<file path="src/rtl/keypad_pkg.sv">
// ---------------------------------------------------------------------------
// keypad_pkg
//   Shared definitions for the 4x4 matrix keypad scanner:
//     - state_t      : scanner FSM states (SCAN, DEBOUNCE, HELD)
//     - KEY_*        : codes of the non-numeric keys
//     - key_code()   : maps a (row, column) position to its 4-bit key code
//
//   Keypad layout (row / column -> code):
//     r0:  1   2   3   A(10)
//     r1:  4   5   6   B(11)
//     r2:  7   8   9   C(12)
//     r3:  *(14) 0 #(15) D(13)
// ---------------------------------------------------------------------------
package keypad_pkg;

  typedef enum logic [1:0] {
    SCAN     = 2'd0,
    DEBOUNCE = 2'd1,
    HELD     = 2'd2
  } state_t;

  localparam logic [3:0] KEY_A    = 4'd10;
  localparam logic [3:0] KEY_B    = 4'd11;
  localparam logic [3:0] KEY_C    = 4'd12;
  localparam logic [3:0] KEY_D    = 4'd13;
  localparam logic [3:0] KEY_STAR = 4'd14;
  localparam logic [3:0] KEY_HASH = 4'd15;

  // Position-to-code lookup. The numeric block of rows 0..2 and columns 0..2
  // holds 1..9 in reading order; column 3 holds the letter keys and row 3 the
  // star/zero/hash row.
  function automatic logic [3:0] key_code(input logic [1:0] row,
                                          input logic [1:0] col);
    logic [3:0] code;
    case ({row, col})
      4'b00_00: code = 4'd1;
      4'b00_01: code = 4'd2;
      4'b00_10: code = 4'd3;
      4'b00_11: code = KEY_A;
      4'b01_00: code = 4'd4;
      4'b01_01: code = 4'd5;
      4'b01_10: code = 4'd6;
      4'b01_11: code = KEY_B;
      4'b10_00: code = 4'd7;
      4'b10_01: code = 4'd8;
      4'b10_10: code = 4'd9;
      4'b10_11: code = KEY_C;
      4'b11_00: code = KEY_STAR;
      4'b11_01: code = 4'd0;
      4'b11_10: code = KEY_HASH;
      default:  code = KEY_D;
    endcase
    return code;
  endfunction

endpackage

</file>
<file path="src/rtl/keypad_scanner_sync2.sv">
// ---------------------------------------------------------------------------
// sync2
//   Two-flop synchronizer for a bus of independent asynchronous inputs.
//   Each bit is synchronized on its own; no cross-bit coherence is implied.
//   Reset loads all-ones so that idle (pulled-up) lines read as inactive.
//
//   Ports:
//     clk    in   1      sampling clock
//     reset  in   1      synchronous reset, active-high
//     d      in   WIDTH  asynchronous input bus
//     q      out  WIDTH  synchronized bus (two clk cycles of latency)
// ---------------------------------------------------------------------------
module sync2 #(
  parameter int WIDTH = 4
) (
  input  logic             clk,
  input  logic             reset,
  input  logic [WIDTH-1:0] d,
  output logic [WIDTH-1:0] q
);

  logic [WIDTH-1:0] meta_reg;
  logic [WIDTH-1:0] sync_reg;

  genvar gi;
  generate
    for (gi = 0; gi < WIDTH; gi++) begin : g_bit
      always_ff @(posedge clk) begin
        if (reset) begin
          meta_reg[gi] <= 1'b1;
          sync_reg[gi] <= 1'b1;
        end else begin
          meta_reg[gi] <= d[gi];
          sync_reg[gi] <= meta_reg[gi];
        end
      end
    end
  endgenerate

  assign q = sync_reg;

endmodule

</file>
<file path="src/rtl/keypad_scanner.sv">
// ---------------------------------------------------------------------------
// keypad_scanner
//   Scans a 4x4 active-low matrix keypad, debounces presses and releases, and
//   emits one (digit, enter) event per accepted press for the lock FSM.
//
//   One row is driven low at a time. Every SCAN_DIV clocks a scan tick takes
//   one sample of the synchronized columns; all FSM decisions happen on ticks.
//   A press needs DEBOUNCE_CNT identical samples to be accepted, and a release
//   needs DEBOUNCE_CNT all-high samples before scanning resumes. There is no
//   auto-repeat: a held key produces exactly one event.
//
//   Ports:
//     clk       in   1  system clock
//     reset     in   1  synchronous reset, active-high
//     col_in    in   4  keypad columns, active-low, asynchronous to clk
//     row_out   out  4  row drive, active-low, exactly one bit low
//     digit     out  4  code of the last accepted press (held between presses)
//     enter     out  1  one-cycle strobe per accepted press
//     key_held  out  1  high while an accepted key is still pressed
// ---------------------------------------------------------------------------
module keypad_scanner
  import keypad_pkg::*;
#(
  parameter int SCAN_DIV     = 1000,
  parameter int DEBOUNCE_CNT = 4
) (
  input  logic       clk,
  input  logic       reset,
  input  logic [3:0] col_in,
  output logic [3:0] row_out,
  output logic [3:0] digit,
  output logic       enter,
  output logic       key_held
);

  localparam int DW = (SCAN_DIV > 1) ? $clog2(SCAN_DIV) : 1;
  localparam int CW = $clog2(DEBOUNCE_CNT + 1);

  localparam logic [DW-1:0] DIV_LAST = DW'(SCAN_DIV - 1);
  // A counter equal to DEB_LAST on a qualifying tick means this tick supplies
  // the DEBOUNCE_CNT-th sample, so the action fires on this same edge.
  localparam logic [CW-1:0] DEB_LAST = CW'(DEBOUNCE_CNT - 1);

  // -------------------------------------------------------------------------
  // Column synchronizer
  // -------------------------------------------------------------------------
  logic [3:0] col_s;

  sync2 #(
    .WIDTH (4)
  ) u_col_sync (
    .clk   (clk),
    .reset (reset),
    .d     (col_in),
    .q     (col_s)
  );

  // -------------------------------------------------------------------------
  // Registers
  // -------------------------------------------------------------------------
  logic [DW-1:0] div_reg,     div_next;
  logic [1:0]    row_reg,     row_next;
  state_t        state_reg,   state_next;
  logic [3:0]    code_reg,    code_next;
  logic [CW-1:0] stable_reg,  stable_next;
  logic [CW-1:0] release_reg, release_next;
  logic [3:0]    digit_reg,   digit_next;
  logic          enter_reg,   enter_next;
  logic          held_reg,    held_next;

  logic          tick;
  logic          any_low;
  logic [1:0]    col_sel;
  logic [3:0]    cur_code;

  // -------------------------------------------------------------------------
  // Scan-tick divider
  // -------------------------------------------------------------------------
  assign tick     = (div_reg == DIV_LAST);
  assign div_next = tick ? '0 : div_reg + DW'(1);

  // -------------------------------------------------------------------------
  // Column decode for the currently driven row. Scanning from the top down
  // lets the lowest low column overwrite the others, giving it priority when
  // several keys in the row are pressed together.
  // -------------------------------------------------------------------------
  assign any_low = (col_s != 4'b1111);

  always_comb begin
    col_sel = 2'd0;
    for (int i = 3; i >= 0; i--) begin
      if (!col_s[i]) begin
        col_sel = 2'(i);
      end
    end
  end

  assign cur_code = key_code(row_reg, col_sel);

  // -------------------------------------------------------------------------
  // Scanner FSM
  // -------------------------------------------------------------------------
  always_comb begin
    state_next   = state_reg;
    row_next     = row_reg;
    code_next    = code_reg;
    stable_next  = stable_reg;
    release_next = release_reg;
    digit_next   = digit_reg;
    enter_next   = 1'b0;
    held_next    = held_reg;

    if (tick) begin
      case (state_reg)
        SCAN: begin
          if (!any_low) begin
            // Nothing on this row: move on to the next one.
            row_next = row_reg + 2'd1;
          end else begin
            code_next = cur_code;
            if (DEBOUNCE_CNT == 1) begin
              // A single sample is already enough to accept.
              digit_next   = cur_code;
              enter_next   = 1'b1;
              held_next    = 1'b1;
              stable_next  = '0;
              release_next = '0;
              state_next   = HELD;
            end else begin
              stable_next = CW'(1);
              state_next  = DEBOUNCE;
            end
          end
        end

        DEBOUNCE: begin
          if (any_low && (cur_code == code_reg)) begin
            if (stable_reg == DEB_LAST) begin
              digit_next   = code_reg;
              enter_next   = 1'b1;
              held_next    = 1'b1;
              stable_next  = '0;
              release_next = '0;
              state_next   = HELD;
            end else begin
              stable_next = stable_reg + CW'(1);
            end
          end else begin
            // Bounce or a changed key: drop the candidate and rescan the
            // same row without advancing.
            stable_next = '0;
            state_next  = SCAN;
          end
        end

        HELD: begin
          if (!any_low) begin
            if (release_reg == DEB_LAST) begin
              release_next = '0;
              held_next    = 1'b0;
              row_next     = row_reg + 2'd1;
              state_next   = SCAN;
            end else begin
              release_next = release_reg + CW'(1);
            end
          end else begin
            // Any low column (same key or another key on this row) restarts
            // the release count; no new event is produced while held.
            release_next = '0;
          end
        end

        default: begin
          state_next = SCAN;
        end
      endcase
    end
  end

  always_ff @(posedge clk) begin
    if (reset) begin
      div_reg     <= '0;
      row_reg     <= 2'd0;
      state_reg   <= SCAN;
      code_reg    <= 4'd0;
      stable_reg  <= '0;
      release_reg <= '0;
      digit_reg   <= 4'd0;
      enter_reg   <= 1'b0;
      held_reg    <= 1'b0;
    end else begin
      div_reg     <= div_next;
      row_reg     <= row_next;
      state_reg   <= state_next;
      code_reg    <= code_next;
      stable_reg  <= stable_next;
      release_reg <= release_next;
      digit_reg   <= digit_next;
      enter_reg   <= enter_next;
      held_reg    <= held_next;
    end
  end

  // -------------------------------------------------------------------------
  // Outputs. The row drive is a one-cold decode of the registered row index,
  // so it changes on the same edge as the index.
  // -------------------------------------------------------------------------
  genvar gi;
  generate
    for (gi = 0; gi < 4; gi++) begin : g_row
      assign row_out[gi] = (row_reg != 2'(gi));
    end
  endgenerate

  assign digit    = digit_reg;
  assign enter    = enter_reg;
  assign key_held = held_reg;

endmodule

</file>
<file path="config.mk">
export PLATFORM = sky130hd
export DESIGN_NAME = keypad_scanner
export DESIGN_NICKNAME = d
export VERILOG_FILES = /design/src/rtl/keypad_pkg.sv /design/src/rtl/keypad_scanner_sync2.sv /design/src/rtl/keypad_scanner.sv
export SDC_FILE = /design/constraint.sdc
export NUM_CORES = 1
export LEC_CHECK = 0
export ABC_AREA = 1
export BUFFER_PORTS_ARGS = -buffer_cell sky130_fd_sc_hd__buf_2
export CAP_MARGIN = 20
export CORE_ASPECT_RATIO = 0.9
export CORE_MARGIN = 5
export CORE_UTILIZATION = 58
export DETAILED_ROUTE_END_ITERATION = 8
export PLACE_DENSITY = 0.78
export SYNTH_ARGS = -nofsm -noshare
export SYNTH_HDL_FRONTEND = slang
export SYNTH_SLANG_ARGS = --single-unit
export TNS_END_PERCENT = 10
</file>
<file path="constraint.sdc">
create_clock -name clk -period 2.2 [get_ports clk]
set_input_delay 0 -clock clk [delete_from_list [all_inputs] [get_ports clk]]
set_output_delay 0 -clock clk [all_outputs]
set_load 0.02 [all_outputs]
</file>
* Word-level counts from Yosys, hierarchy flattened
Memory sizes are Yosys's and may differ from the RTL's.
Cells that the tools add are included.
** Storage, ports and cells
- Output and inout port bits :: 10
- Memories :: 1
- ROM bits :: 64
- Bits in registers :: 38
** Memory list
- (no name shown) :: words 16, bits a word 4, rd ports 1, clocked after memory_dff 0, write ports 0, RTL line keypad_pkg.sv:35 : case ({row, col})
** Cells by class
- Bitwise logic cells :: 3
- Add/sub/neg operators :: 4
- Equality and inequality tests :: 17
- Mux-type cells :: 29
- Reductions and logical operators :: 15
** Operators with widths (number)
- $mux W2 :: 12
- $mux W3 :: 7
- $ne A2 B2 Y1 const B :: 8
- $pmux W3 S2 :: 2
- $add A10 B1 Y10 const B :: 1
- $eq A10 B10 Y1 const B :: 1
- $reduce_and A5 Y1 :: 2
- $reduce_and A4 Y1 :: 2
- $reduce_bool A2 Y1 :: 4
- $add A3 B1 Y3 const B :: 2
- $eq A3 B2 Y1 const B :: 2
- $pmux W2 S3 :: 1
- $reduce_and A3 Y1 :: 2
- $reduce_and A6 Y1 :: 1
- $mux W1 :: 5
- $eq A4 B4 Y1 :: 1
- $ne A4 B4 Y1 const B :: 1
- $pmux W2 S2 :: 1
- $reduce_or A4 Y1 :: 1
- $ne A3 B3 Y1 const B :: 1
- $not A1 Y1 :: 3
- $add A2 B1 Y2 const B :: 1
- $eq A2 B1 Y1 const B :: 1
- $eq A2 B2 Y1 const B :: 1
- 5 further kinds :: 5

* Longest topological paths before layout
Gate-level depths: netlist of run 1.
An unclocked memory read counts as a cell.
- Depth after elaboration :: 9
- Gate-level depth with buffers :: 18
- Mapped depth without buffers :: 18

* Hierarchy
Synthesis of run 1 repeated with hierarchy kept, for this count alone.
** Second synthesis, totals
- Cells, all modules :: 266
- Area total of the unflattened synthesis :: 1930.6 um^2
** By module, submodules not included
- keypad_scanner :: area each 1706.6 um^2, sequential area each 600.6 um^2, instances 1, cells each 241
- sync2 :: area each 224.0 um^2, sequential area each 160.2 um^2, instances 1, cells each 25

* Least setup slack after synthesis of run 1
OpenSTA, ideal clock, no wires.
- Path kind :: reg-to-reg
- Start :: reg u_col_sync.sync_reg[2] (netlist: u_col_sync.q[2])
- End :: reg release_reg[1]
- Slack :: 244 ps
- Required time :: 2085 ps
- Library setup time :: 115 ps
- Stages on the path, launching flop included :: 17
- Arrival :: 1841 ps
- Cell sequence :: dfxtp_1 nand2_1 nand2_1 nand2_2 ha_1 inv_1 nor2_1 o21ai_0 nand2_1 nand2_1 nand2_1 nor2_2 nand2_2 nand2_4 nand2_2 o21ai_1 nor2_1
** Between the ends
- Cells in the longest elaborated chain, start to end :: 8
** RTL lines
- start: declaration :: RTL line keypad_scanner_sync2.sv:23 : logic [WIDTH-1:0] sync_reg;
- start signal: indexed assignment :: RTL line keypad_scanner_sync2.sv:34 : sync_reg[gi] <= meta_reg[gi];
- $mux W2 (3 in series) :: RTL line keypad_scanner.sv:92 : if (!col_s[i]) begin
- $mem_v2 Z16 W4
- $eq A4 B4 Y1 :: RTL line keypad_scanner.sv:137 : if (any_low && (cur_code == code_reg)) begin
- $logic_and A1 B1 Y1 :: RTL line keypad_scanner.sv:137
- $ne A2 B2 Y1 (no source line)
- $reduce_and A4 Y1 (no source line)
- end signal: assignment :: RTL line keypad_scanner.sv:197 : release_reg <= release_next;
- end: declaration :: RTL line keypad_scanner.sv:66 : logic [CW-1:0] release_reg, release_next;
Parallel ways exist; a longest one is shown, timed or not.
A chain may end at the register's enable or synchronous reset.

* Final worst setup path of run 1
- Start :: reg u_col_sync.sync_reg[0] (netlist: u_col_sync.q[0])
- End :: reg state_reg[1]
** Between the ends
- Cells in the longest elaborated chain, start to end :: 6
** RTL lines
- $mux W2 :: RTL line keypad_scanner.sv:92
- $mem_v2 Z16 W4
- $eq A4 B4 Y1 :: RTL line keypad_scanner.sv:137
- $logic_and A1 B1 Y1 :: RTL line keypad_scanner.sv:137
- $ne A3 B3 Y1 (no source line) / $mux W2 (equally long branches)
- $reduce_and A5 Y1 (no source line) / $pmux W2 S3 (equally long branches)
- end signal: assignment :: RTL line keypad_scanner.sv:194 : state_reg <= state_next;
- end: declaration :: RTL line keypad_scanner.sv:63 : state_t state_reg, state_next;
Parallel ways exist; a longest one is shown, timed or not.

==> results of run 1 <==
## worst max-delay path: cells and delay by family, from the launching register on
kind,cells,cell delay [ns]
adders and majority gates,1,0.29
AOI/OAI and AO/OA,2,0.27
and+or+nand+nor,10,0.82
DFF,1,0.38
buffers and inverters,3,0.25
## what timing repair did
| action | in CTS | in global routing |
|---|---|---|
| buffers inserted | 0 | 3 |
| hold buffers | 5 | 0 |
| hold endpoints to repair | 8 | 0 |
| resized for setup | 1 | 9 |
| cloned | 0 | 0 |
| endpoints found under the setup margin | 12 | 14 |
| pin swaps | 0 | 4 |
## final cells by class
class                   count  share of cell area, %
repair buffers             23                  6.774
multi-input cells         181                  44.20
well taps                  42                  2.411
clock buffers               6                  2.354
flip-flops and latches     38                  35.13
inverters                  45                  7.750
clock inverters             1                  1.378
## cell usage in the layout (no fill, tap or decap), types with 3 or more instances in the layout
cell                            netlist  layout
sky130_fd_sc_hd__buf_2                1      15
sky130_fd_sc_hd__dfxtp_1             38      34
sky130_fd_sc_hd__buf_4                0       3
sky130_fd_sc_hd__nand3b_1             3       3
sky130_fd_sc_hd__nor2_2               4       3
sky130_fd_sc_hd__nand3_1             12      12
sky130_fd_sc_hd__nand2_1             52      51
sky130_fd_sc_hd__nor3_1               5       5
sky130_fd_sc_hd__o21ai_0             13      12
sky130_fd_sc_hd__nand4_1              4       4
sky130_fd_sc_hd__nand2_2              6       6
sky130_fd_sc_hd__or2_2                8       8
sky130_fd_sc_hd__ha_1                 9       9
sky130_fd_sc_hd__inv_1               43      43
sky130_fd_sc_hd__clkbuf_4             0       5
sky130_fd_sc_hd__dlygate4sd3_1        0       5
sky130_fd_sc_hd__nor2_1              35      35
sky130_fd_sc_hd__a21oi_1             18      18
sky130_fd_sc_hd__dfxtp_2              0       4
## layer usage
| metal | share of wire [%] | global-route usage [%] | vias up |
|---|---|---|---|
| met5 | 0 | 0 | - |
| met1 | 45 | 20.92 | 736 |
| met2 | 50 | 30.31 | 22 |
| met3 | 3.6 | 4.232 | 5 |
| met4 | 1.1 | 7.177 | 0 |
| li1 | - | - | 895 |
## cell families (layout without fill, tap and decap cells)
logic type	after synthesis	after routing	share of synthesized area (%)
AO/OA/AOI/OAI	38	38	10.87
AND/OR/NAND/NOR	134	134	32.87
flip-flops	38	38	40.29
buffers and inverters	48	75	10.01
adder cells (fa/ha/maj)	9	9	5.964
## worst max-delay path by stage
stage	start	end	slack, ns
2_1_floorplan	u_col_sync.q[2]$_SDFF_PP1_	release_reg[1]$_SDFFE_PP0P_	0.24
3_3_place_gp	u_col_sync.q[2]$_SDFF_PP1_	digit[1]$_SDFFE_PP0P_	0.08
3_5_place_dp	u_col_sync.q[2]$_SDFF_PP1_	release_reg[1]$_SDFFE_PP0P_	-0.04
4_1_cts	u_col_sync.q[2]$_SDFF_PP1_	release_reg[1]$_SDFFE_PP0P_	0.01
5_1_grt	u_col_sync.q[3]$_SDFF_PP1_	state_reg[0]$_SDFFE_PP0P_	-0.02
6_report	u_col_sync.q[0]$_SDFF_PP1_	state_reg[1]$_SDFFE_PP0P_	0.13
## report_power, final
part	total, mW	switching [mW]	internal [mW]
Clock	0.489	0.225	0.264
Combinational	0.0912	0.0532	0.0380
Sequential	0.706	0.00663	0.700
Total	1.29	0.284	1.00
==> out/summary.log, run 1 <==
qor: logic_synthesis.yosysSeqAreaShare 40.29%
qor: setup_path.r2r_setup_slack 0.13 ns
qor: sta.fin_tns_setup 0 ns
qor: hold_path.timing.hold.worst.class input pin to flip-flop
qor: setup_path.critical_path.reg2reg.startpoint u_col_sync.q[0]$_SDFF_PP1_
qor: floorplanning.core 3090 µm²
qor: sta.max_slew.worst_pin.slew 0.5277 ns
qor: place.post-dp-hpwl 2.552 mm
qor: setup_path.crit_path_max_fanout 4
qor: layout.nNetsFinal 309
qor: logic_synthesis.syn_inst 267
qor: place.post-place-ws -0.04238 ns
qor: clocking.cts_tree yes
qor: logic_synthesis.yosys-top-cells-area sky130_fd_sc_hd__dfxtp_1, sky130_fd_sc_hd__nand2_1, sky130_fd_sc_hd__inv_1
qor: grt.grt_usage 17.53%
qor: floorplanning.floorplan.die.width 70.14 µm
qor: sta.fmax 0.4839 GHz
qor: power.p_leak 1.006 nW
qor: setup_path.crit_path_end_kind flip-flop
qor: grt.maximum_number_of_pins_on_one_net_before_global_route_repair 17
qor: clocking.htreeDepth 2
qor: flow_run.max_cap_violations 0
qor: floorplanning.die_height 64.13 µm
qor: place.buffer_ports.inserted 15
qor: logic_synthesis.synth-edff-count 0
qor: sta.relSlewSlack 64.55%
qor: drt.number_of_nets_with_antenna_violations_after_routing 0
qor: logic_synthesis.yosys_warnings 0
qor: setup_path.timing.reg2reg.worst_path_depth 16
qor: power.powerDensity 590.2 nW/µm²
qor: layout.sequential_cell_area 765.7 µm²
qor: hold_path.hold_path_startpoint col_in[1]
qor: drt.routed_wire_length_per_instance 10.79 µm
qor: place.placement.cell_area 1996 µm²
qor: setup_path.required_time_of_the_worst_setup_path 2.49 ns
qor: layout.multi_input_comb_area 963.4 µm²
qor: grt.initial_antenna_violation_count 0
qor: grt.global_route_wire_length_before_repair 6.368 mm
qor: logic_synthesis.number_of_library_cell_types_mapped_by_synthesis 27
qor: clocking.clkSinkCount 38
qor: logic_synthesis.post_synth.cell_area_avg 7.071 µm²
qor: setup_path.crit_type flip-flop to flip-flop
qor: sta.final_min_period_over_clock_period 93.93%
qor: outcome.run_status completed
qor: floorplanning.design.die.area 4498 µm²
qor: logic_synthesis.synthDominantCellAreaShare 40.29%
qor: clocking.cts.reportedPaths.clkPinSlew 0.12 ns
qor: hold_path.worst_hold_path.endpoint u_col_sync.meta_reg[1]$_SDFF_PP1_
qor: logic_synthesis.synth_async_sr_flop_share 0%
qor: sta.layout_min_cycle_time 2.066 ns
qor: logic_synthesis.syn_nets 282
qor: sta.hold-worst-slack 0.3646 ns
qor: place.gpl.final_weighted_congestion 0.8384
qor: layout.stdcell_count 336
qor: layout.drive_gt1_share 19.05%
qor: floorplanning.starting_density 61.09%
qor: sta.count_of_final_max_slew_check_failures 0
qor: floorplanning.boundaryPins 16
qor: floorplanning.placement_rows 19
qor: sta.final_worst_clock_skew 0.01167 ns
qor: setup_path.crit_top_cell sky130_fd_sc_hd__nand2_1
qor: grt.first_global_vias 1482
qor: sta.timing_hold_violations_final 0
qor: clocking.ctsLongestPathBuffers 2
qor: setup_path.type_of_element_launching_the_critical_path flip-flop
qor: logic_synthesis.syn_area 1888 µm²
qor: grt.globalRoute.totalOverflow 0
qor: clocking.clk_latency 0.35 ns
qor: clocking.clk_root_buffer_cell sky130_fd_sc_hd__clkbuf_4
qor: layout.n_fill_cell 261
qor: drt.drtPass1Iterations 4
qor: setup_path.max_stage_delay 0.38 ns
qor: layout.insertedDiodeCount 0
qor: power.design_power_total 1.286 mW
qor: hold_path.hold_path_depth 3
qor: logic_synthesis.ys_top_cells_by_count sky130_fd_sc_hd__nand2_1, sky130_fd_sc_hd__inv_1, sky130_fd_sc_hd__dfxtp_1
qor: layout.final_cell_area 2180 µm²
qor: logic_synthesis.yosysTopAreaCell sky130_fd_sc_hd__dfxtp_1
qor: drt.post-route-drc-count 0
qor: layout.flip_flop_count_of_the_largest_register_all_copies_and_words_added 10
qor: setup_path.crit-reg2reg-capture state_reg[1]$_SDFFE_PP0P_
qor: drt.avgViaCountPerCell 4.935
qor: setup_path.timing.critical_path.slowest_stage_cell sky130_fd_sc_hd__dfxtp_2
qor: sta.fin_ws 0.1336 ns
qor: drt.total_via_count_in_the_routed_design 1658
qor: drt.dr.first_iter.drc_count 103
qor: setup_path.critical_path_arrival 2.36 ns
qor: setup_path.path_cells nand2_2 > inv_2 > nand2_2 > ha_1 > inv_1 > nor2_1 > o21ai_2 > nand2_1 > nand2_1 > nand2_1 > nor2_4 > buf_4 > nand4_1 > nand2_1 > nand2_1 > a21oi_2
qor: logic_synthesis.postSynth.topFlopCell sky130_fd_sc_hd__dfxtp_1
qor: place.dp_cells 321
qor: layout.final_core_util 70.53%
qor: logic_synthesis.synth-seq-cells 38
qor: power.ir_drop 0.0004514 V
qor: sta.setup_violations 0
qor: drt.drt_wirelength 3.625 mm
qor: clocking.cts_made_buffers 5
qor: layout.flow.area_growth_from_synthesis 15.44%
qor: logic_synthesis.synthMostInstantiatedCell sky130_fd_sc_hd__nand2_1
(Power assumes the default switching activity.)
==> run 2, diff against run 1 <==
Settings changed: ABC_AREA 1 to 0, CTS_BUF_LIST from default to sky130_fd_sc_hd__clkbuf_16, RECOVER_POWER from default to 50.
==> out/summary.log, run 2 <==
qor: grt.grt_usage 17.72%
qor: logic_synthesis.syn_area 1918 µm²
qor: drt.drtPass1Iterations 4
qor: sta.relSlewSlack 63.96%
qor: sta.rsz0062_at_grt yes
qor: clocking.ctsLongestPathBuffers 2
qor: hold_path.timing.hold.worst.class input pin to flip-flop
qor: drt.drt_wirelength 3.726 mm
qor: logic_synthesis.yosysTopAreaCell sky130_fd_sc_hd__dfxtp_1
qor: setup_path.crit_path_max_fanout 4
qor: logic_synthesis.ys_top_cells_by_count sky130_fd_sc_hd__dfxtp_1, sky130_fd_sc_hd__nor2_1, sky130_fd_sc_hd__inv_1
qor: floorplanning.die_height 64.56 µm
qor: sta.final_worst_clock_skew 0.003854 ns
qor: power.p_leak 0.9122 nW
qor: layout.final_common_cell sky130_fd_sc_hd__dfxtp_1
qor: floorplanning.design.die.area 4559 µm²
qor: layout.drive_gt1_share 25.88%
qor: grt.initial_antenna_violation_count 0
qor: place.dp_cells 286
qor: sta.fmax 0.4084 GHz
qor: place.buffer_ports.inserted 15
qor: logic_synthesis.synth_async_sr_flop_share 0%
qor: clocking.htreeDepth 2
qor: logic_synthesis.post_synth.cell_area_avg 8.921 µm²
qor: setup_path.critical_path_arrival 2.59 ns
qor: drt.avgViaCountPerCell 5.374
qor: sta.final_min_period_over_clock_period 111.3%
qor: sta.fin_ws -0.2488 ns
qor: clocking.clkSinkCount 38
qor: sta.setup_violations 13
qor: grt.first_global_vias 1483
qor: logic_synthesis.synth-edff-count 0
qor: drt.number_of_nets_with_antenna_violations_after_routing 0
qor: grt.global_route_wire_length_before_repair 6.492 mm
qor: logic_synthesis.synthDominantCellAreaShare 39.66%
qor: sta.fin_tns_setup -1.916 ns
qor: power.powerDensity 624.6 nW/µm²
qor: setup_path.critPathBufInv 2
qor: layout.insertedDiodeCount 0
qor: drt.total_via_count_in_the_routed_design 1596
qor: layout.flow.area_growth_from_synthesis 22.18%
qor: setup_path.crit_type flip-flop to flip-flop
qor: setup_path.type_of_element_launching_the_critical_path flip-flop
qor: place.post-dp-hpwl 2.588 mm
qor: setup_path.path_cells nand2b_4 > a21oi_4 > inv_2 > ha_2 > and3_4 > a31o_1 > or3_4 > a2111oi_4 > buf_4 > mux2i_1 > nor2_1
qor: layout.stdcell_count 297
qor: power.design_power_total 1.464 mW
qor: logic_synthesis.syn_inst 215
qor: clocking.cts.reportedPaths.clkPinSlew 0.05 ns
qor: place.gpl.final_weighted_congestion 0.9075
qor: outcome.failed_checks setup timing
qor: setup_path.timing.critical_path.max_delay_family simple AND/OR/NAND/NOR gates
qor: logic_synthesis.syn_nets 230
qor: grt.maximum_number_of_pins_on_one_net_before_global_route_repair 34
qor: logic_synthesis.yosys_warnings 0
qor: grt.globalRoute.totalOverflow 0
qor: flow_run.max_cap_violations 0
qor: clocking.clk_latency 0.27 ns
qor: setup_path.max_stage_delay 0.35 ns
qor: layout.nNetsFinal 270
qor: clocking.clk_root_buffer_cell sky130_fd_sc_hd__clkbuf_16
qor: floorplanning.starting_density 61.59%
qor: power.ir_drop 0.0005195 V
qor: layout.n_fill_cell 244
qor: clocking.cts_tree yes
qor: floorplanning.floorplan.die.width 70.62 µm
qor: hold_path.hold_path_depth 2
qor: setup_path.timing.reg2reg.worst_path_depth 11
qor: sta.layout_min_cycle_time 2.449 ns
qor: drt.post-route-drc-count 0
qor: setup_path.timing.critical_path.depth 11
qor: clocking.cts_made_buffers 5
qor: layout.most-common-layout-cells sky130_fd_sc_hd__dfxtp_1, sky130_fd_sc_hd__nor2_1, sky130_fd_sc_hd__buf_4
qor: floorplanning.placement_rows 19
qor: floorplanning.boundaryPins 16
qor: setup_path.timing.critical_path.slowest_stage_cell sky130_fd_sc_hd__or3_4
qor: logic_synthesis.synthMostInstantiatedCell sky130_fd_sc_hd__dfxtp_1
qor: logic_synthesis.yosysSeqAreaShare 39.66%
qor: sta.max_slew.worst_pin.slew 0.5407 ns
qor: logic_synthesis.synth-seq-cells 38
qor: logic_synthesis.postSynth.topFlopCell sky130_fd_sc_hd__dfxtp_1
qor: layout.flip_flop_count_of_the_largest_register_all_copies_and_words_added 10
qor: drt.dr.first_iter.drc_count 92
qor: setup_path.crit_path_end_kind flip-flop
qor: logic_synthesis.yosys-top-cells-area sky130_fd_sc_hd__dfxtp_1, sky130_fd_sc_hd__nor2_1, sky130_fd_sc_hd__ha_1
qor: sta.count_of_final_max_slew_check_failures 0
qor: setup_path.required_time_of_the_worst_setup_path 2.34 ns
qor: logic_synthesis.number_of_library_cell_types_mapped_by_synthesis 50
qor: floorplanning.core 3114 µm²
qor: outcome.run_status finished, violations left
qor: drt.routed_wire_length_per_instance 12.55 µm
qor: sta.timing_hold_violations_final 0
## run 2: changes by cell type in the layout (fill, tap and decap cells not counted), moves of 6 or more
cell                       previous run  this run
sky130_fd_sc_hd__xnor2_1              0         8
sky130_fd_sc_hd__inv_1               43         9
sky130_fd_sc_hd__clkbuf_1             0         7
sky130_fd_sc_hd__buf_4                3        20
sky130_fd_sc_hd__buf_2               15         8
sky130_fd_sc_hd__a21oi_1             18         7
sky130_fd_sc_hd__nand2_1             51        10
sky130_fd_sc_hd__nand2b_1             0         7
sky130_fd_sc_hd__mux2i_1              0         7
sky130_fd_sc_hd__nand2_2              6         0
## run 2: worst paths after layout
check                                         start                          to  slack, ns
hold reg to reg   u_col_sync.meta_reg[1]$_SDFF_PP1_  u_col_sync.q[1]$_SDFF_PP1_       0.40
setup reg to reg         u_col_sync.q[3]$_SDFF_PP1_       digit[1]$_SDFFE_PP0P_      -0.25
setup / recovery         u_col_sync.q[3]$_SDFF_PP1_       digit[1]$_SDFFE_PP0P_      -0.25
hold / removal                                reset       digit[2]$_SDFFE_PP0P_       0.19
## run 2: area by class of cell
class                   instances  area [µm²]  share of cell area [%]
clock buffers                   5       125.1                   5.339
flip-flops and latches         38       763.2                   32.57
multi-input cells             157        1080                   46.08
well taps                      42       52.55                   2.242
inverters                      13       48.80                   2.082
repair buffers                 40       264.0                   11.27
clock inverters                 2       10.01                  0.4271
## run 2: what timing repair did
| item | in CTS | in global routing |
|---|---|---|
| endpoints found under the hold margin | 4 | 0 |
| gates resized for setup | 3 | 2 |
| setup buffers | 0 | 0 |
| hold buffers | 4 | 0 |
| endpoints found under the setup margin | 14 | 14 |
| pin swaps | 0 | 1 |
## run 2: per-stage QoR
stage | area (µm²) | utilization [%] | setup WS [ns] | hold WS (ns)
after floorplan | 1934 | - | -0.2027 | 0.1038
after global routing | 2344 | 75.25 | -0.4211 | 0.2203
after detailed placement | 2165 | 69.51 | -0.2625 | 0.1866
final | 2344 | 75.25 | -0.2488 | 0.1926
after global placement | 2165 | 69.51 | -0.1912 | 0.1819
after CTS | 2349 | 75.41 | -0.2537 | 0.1890
## run 2: logic make-up (layout without fill, tap and decap cells)
group | count (synthesis) | count (layout) | synth area share (%)
fa+ha+maj | 9 | 9 | 5.871
simple gates | 94 | 94 | 26.36
flops | 38 | 38 | 39.66
mux | 7 | 7 | 3.653
xor+xnor | 11 | 11 | 5.023
buf+inv | 20 | 60 | 5.283
compound gates | 36 | 36 | 14.16
## run 2: where the power goes
group | leakage (nW) | switching [mW] | internal [mW]
Combinational | 0.535 | 0.0529 | 0.0485
Clock | 0.0694 | 0.246 | 0.408
Sequential | 0.308 | 0.00809 | 0.701
Total | 0.912 | 0.307 | 1.16
## run 2: routing by layer
metal | part of all wire [%] | wire length, µm | vias to the layer above | global-route usage, %
li1 | - | - | 831 | -
met1 | 47 | 1752 | 717 | 22.55
met2 | 46 | 1716 | 41 | 28.39
met3 | 5.1 | 190 | 7 | 4.173
met4 | 1.8 | 66 | 0 | 8.685
met5 | 0 | 0 | - | 0
==> run 3, diff against run 2 <==
Settings changed: CORE_UTILIZATION 58 to 59, PLACE_DENSITY 0.78 to 0.79, SKIP_CTS_REPAIR_TIMING from default to 1, SYNTH_HIERARCHICAL from default to 1.
==> out/summary.log, run 3 <==
qor: logic_synthesis.synthMostInstantiatedCell sky130_fd_sc_hd__dfxtp_1
qor: clocking.clkSinkCount 38
qor: clocking.htreeDepth 2
qor: floorplanning.starting_density 60.56%
qor: logic_synthesis.postSynth.topFlopCell sky130_fd_sc_hd__dfxtp_1
qor: layout.final_core_util 75.82%
qor: logic_synthesis.yosysTopAreaCell sky130_fd_sc_hd__dfxtp_1
qor: grt.first_global_vias 1705
qor: hold_path.hold_path_startpoint reset
qor: sta.final_worst_clock_skew 0.006589 ns
qor: grt.grt_usage 20.73%
qor: drt.avgViaCountPerCell 5.871
qor: logic_synthesis.ys_top_cells_by_count sky130_fd_sc_hd__dfxtp_1, sky130_fd_sc_hd__nand2_1, sky130_fd_sc_hd__nor2_1
qor: logic_synthesis.post_synth.cell_area_avg 8.391 µm²
qor: clocking.cts_made_buffers 5
qor: drt.total_via_count_in_the_routed_design 1908
qor: layout.nNetsFinal 296
qor: layout.drive_gt1_share 20.64%
qor: hold_path.hold_path_depth 2
qor: sta.count_of_final_max_slew_check_failures 0
qor: floorplanning.die_height 65.66 µm
qor: drt.drt_wirelength 5.012 mm
qor: logic_synthesis.syn_nets 257
qor: floorplanning.core 3353 µm²
qor: setup_path.type_of_element_launching_the_critical_path flip-flop
qor: setup_path.critical_path.reg2reg.startpoint u_col_sync/q[3]$_SDFF_PP1_
qor: drt.number_of_nets_with_antenna_violations_after_routing 0
qor: grt.maximum_number_of_pins_on_one_net_before_global_route_repair 25
qor: logic_synthesis.synth-seq-cells 38
qor: clocking.ctsLongestPathBuffers 2
qor: layout.flow.area_growth_from_synthesis 25.20%
qor: hold_path.worst_hold_path.endpoint code_reg[3]$_SDFFE_PP0P_
qor: clocking.cts.reportedPaths.clkPinSlew 0.06 ns
qor: floorplanning.design.die.area 4717 µm²
qor: logic_synthesis.synth_async_sr_flop_share 0%
qor: layout.flip_flop_count_of_the_largest_register_all_copies_and_words_added 10
qor: clocking.clk_latency 0.28 ns
qor: grt.global_route_wire_length_before_repair 7.665 mm
qor: layout.most-common-layout-cells sky130_fd_sc_hd__dfxtp_1, sky130_fd_sc_hd__buf_4, sky130_fd_sc_hd__nand2_1
qor: flow_run.max_cap_violations 0
qor: layout.insertedDiodeCount 0
qor: setup_path.r2r_setup_slack -0.12 ns
qor: place.placement.cell_area 2245 µm²
qor: hold_path.timing.hold.worst.class input pin to flip-flop
qor: logic_synthesis.number_of_library_cell_types_mapped_by_synthesis 45
qor: layout.final_common_cell sky130_fd_sc_hd__dfxtp_1
qor: outcome.run_status finished, violations left
qor: sta.setup_violations 9
qor: drt.drtPass1Iterations 4
qor: outcome.failed_checks setup timing
qor: sta.rsz0062_at_grt yes
qor: logic_synthesis.syn_inst 242
qor: setup_path.timing.reg2reg.worst_path_depth 11
qor: setup_path.crit-reg2reg-capture release_reg[2]$_SDFFE_PP0P_
qor: sta.layout_min_cycle_time 2.319 ns
qor: floorplanning.floorplan.die.width 71.84 µm
qor: place.buffer_ports.inserted 15
qor: grt.globalRoute.totalOverflow 0
qor: drt.routed_wire_length_per_instance 15.42 µm
qor: drt.dr.first_iter.drc_count 145
qor: power.ir_drop 0.0005724 V
qor: setup_path.crit_path_max_fanout 4
qor: clocking.clk_root_buffer_cell sky130_fd_sc_hd__clkbuf_16
qor: logic_synthesis.synthDominantCellAreaShare 37.46%
qor: logic_synthesis.yosys_warnings 6
qor: logic_synthesis.yosysSeqAreaShare 37.46%
qor: power.p_leak 1.018 nW
qor: drt.post-route-drc-count 0
qor: place.gpl.final_weighted_congestion 0.8815
qor: place.post-dp-hpwl 3.125 mm
qor: sta.final_min_period_over_clock_period 105.4%
qor: setup_path.required_time_of_the_worst_setup_path 2.37 ns
qor: setup_path.crit_path_end_kind flip-flop
qor: sta.fin_ws -0.1189 ns
qor: setup_path.critical_path_arrival 2.49 ns
qor: sta.max_slew.worst_pin.slew 0.4803 ns
qor: grt.initial_antenna_violation_count 0
qor: place.dp_cells 309
qor: floorplanning.placement_rows 20
qor: clocking.cts_tree yes
qor: power.powerDensity 641.3 nW/µm²
qor: logic_synthesis.syn_area 2031 µm²
qor: sta.fmax 0.4312 GHz
qor: sta.relSlewSlack 67.94%
qor: layout.final_cell_area 2542 µm²
qor: floorplanning.boundaryPins 16
qor: setup_path.crit_type flip-flop to flip-flop
qor: layout.stdcell_count 325
qor: sta.timing_hold_violations_final 0
qor: logic_synthesis.yosys-top-cells-area sky130_fd_sc_hd__dfxtp_1, sky130_fd_sc_hd__ha_1, sky130_fd_sc_hd__nand2_1
qor: logic_synthesis.synth-edff-count 0
## run 3: area by class of cell
class | instances | area [µm²]
sequential | 38 | 763.2
tap | 44 | 55.05
clock inverter | 2 | 33.78
timing repair buffer | 42 | 277.8
inverter | 12 | 45.04
fill | 263 | 810.8
multi-input combinational | 182 | 1242
clock buffer | 5 | 125.1
## run 3: per-layer routing
metal | wire, µm | vias up | GRT usage, %
met5 | 0 | - | 0
met4 | 146 | 0 | 9.624
met3 | 405 | 15 | 3.823
met2 | 2294 | 83 | 30.85
met1 | 2167 | 875 | 28.85
li1 | - | 935 | -
## run 3: critical path, cell delays in order (launching register included)
cell	delay [ns]
sky130_fd_sc_hd__dfxtp_2	0.32
sky130_fd_sc_hd__nand2b_4	0.14
sky130_fd_sc_hd__nand2_2	0.06
sky130_fd_sc_hd__nand2_2	0.08
sky130_fd_sc_hd__ha_4	0.29
sky130_fd_sc_hd__nand2b_4	0.05
sky130_fd_sc_hd__a32oi_2	0.24
sky130_fd_sc_hd__xor2_1	0.24
sky130_fd_sc_hd__buf_4	0.15
sky130_fd_sc_hd__o21a_1	0.18
sky130_fd_sc_hd__a31oi_1	0.11
sky130_fd_sc_hd__o311a_1	0.35
## run 3: worst max path at each step
stage / endpoint / cells after the start / start / slack [ns]
2_1_floorplan: stable_reg[1]$_SDFFE_PP0P_ / 10 / u_col_sync/q[0]$_SDFF_PP1_ / 0.01
3_3_place_gp: digit[0]$_SDFFE_PP0P_ / 11 / u_col_sync/q[3]$_SDFF_PP1_ / -0.02
3_5_place_dp: digit[0]$_SDFFE_PP0P_ / 11 / u_col_sync/q[3]$_SDFF_PP1_ / -0.1
4_1_cts: digit[0]$_SDFFE_PP0P_ / 11 / u_col_sync/q[3]$_SDFF_PP1_ / -0.13
5_1_grt: release_reg[1]$_SDFFE_PP0P_ / 12 / u_col_sync/q[3]$_SDFF_PP1_ / -0.22
6_report: release_reg[2]$_SDFFE_PP0P_ / 11 / u_col_sync/q[3]$_SDFF_PP1_ / -0.12
## run 3: kinds of logic after synthesis
kind of cell / after synthesis / synth area share, %
AO/OA/AOI/OAI: 53 / 17.19
multiplexers: 6 / 2.958
XOR/XNOR: 7 / 3.019
adder cells (fa/ha/maj): 9 / 5.545
flip-flops: 38 / 37.46
buffers and inverters: 22 / 4.744
AND/OR/NAND/NOR: 107 / 29.08
## run 3: per-stage QoR
stage	setup WS [ns]	power (mW)	hold WS (ns)	setup TNS [ns]
2_1_floorplan	0.01060	0.7921	0.07214	0
3_3_place_gp	-0.01894	0.8215	0.1761	-0.06768
3_5_place_dp	-0.09637	0.8249	0.1786	-0.5909
4_1_cts	-0.1315	1.604	-0.1075	-0.7605
5_1_grt	-0.2246	1.696	0.1552	-1.988
6_report	-0.1189	1.630	0.1270	-0.5336
## run 3: power by group
group	total, mW	switching [mW]	leakage (nW)	internal [mW]
clock	0.786	0.262	0.0773	0.524
sequential	0.708	0.00758	0.308	0.701
combinational	0.137	0.0761	0.633	0.0606
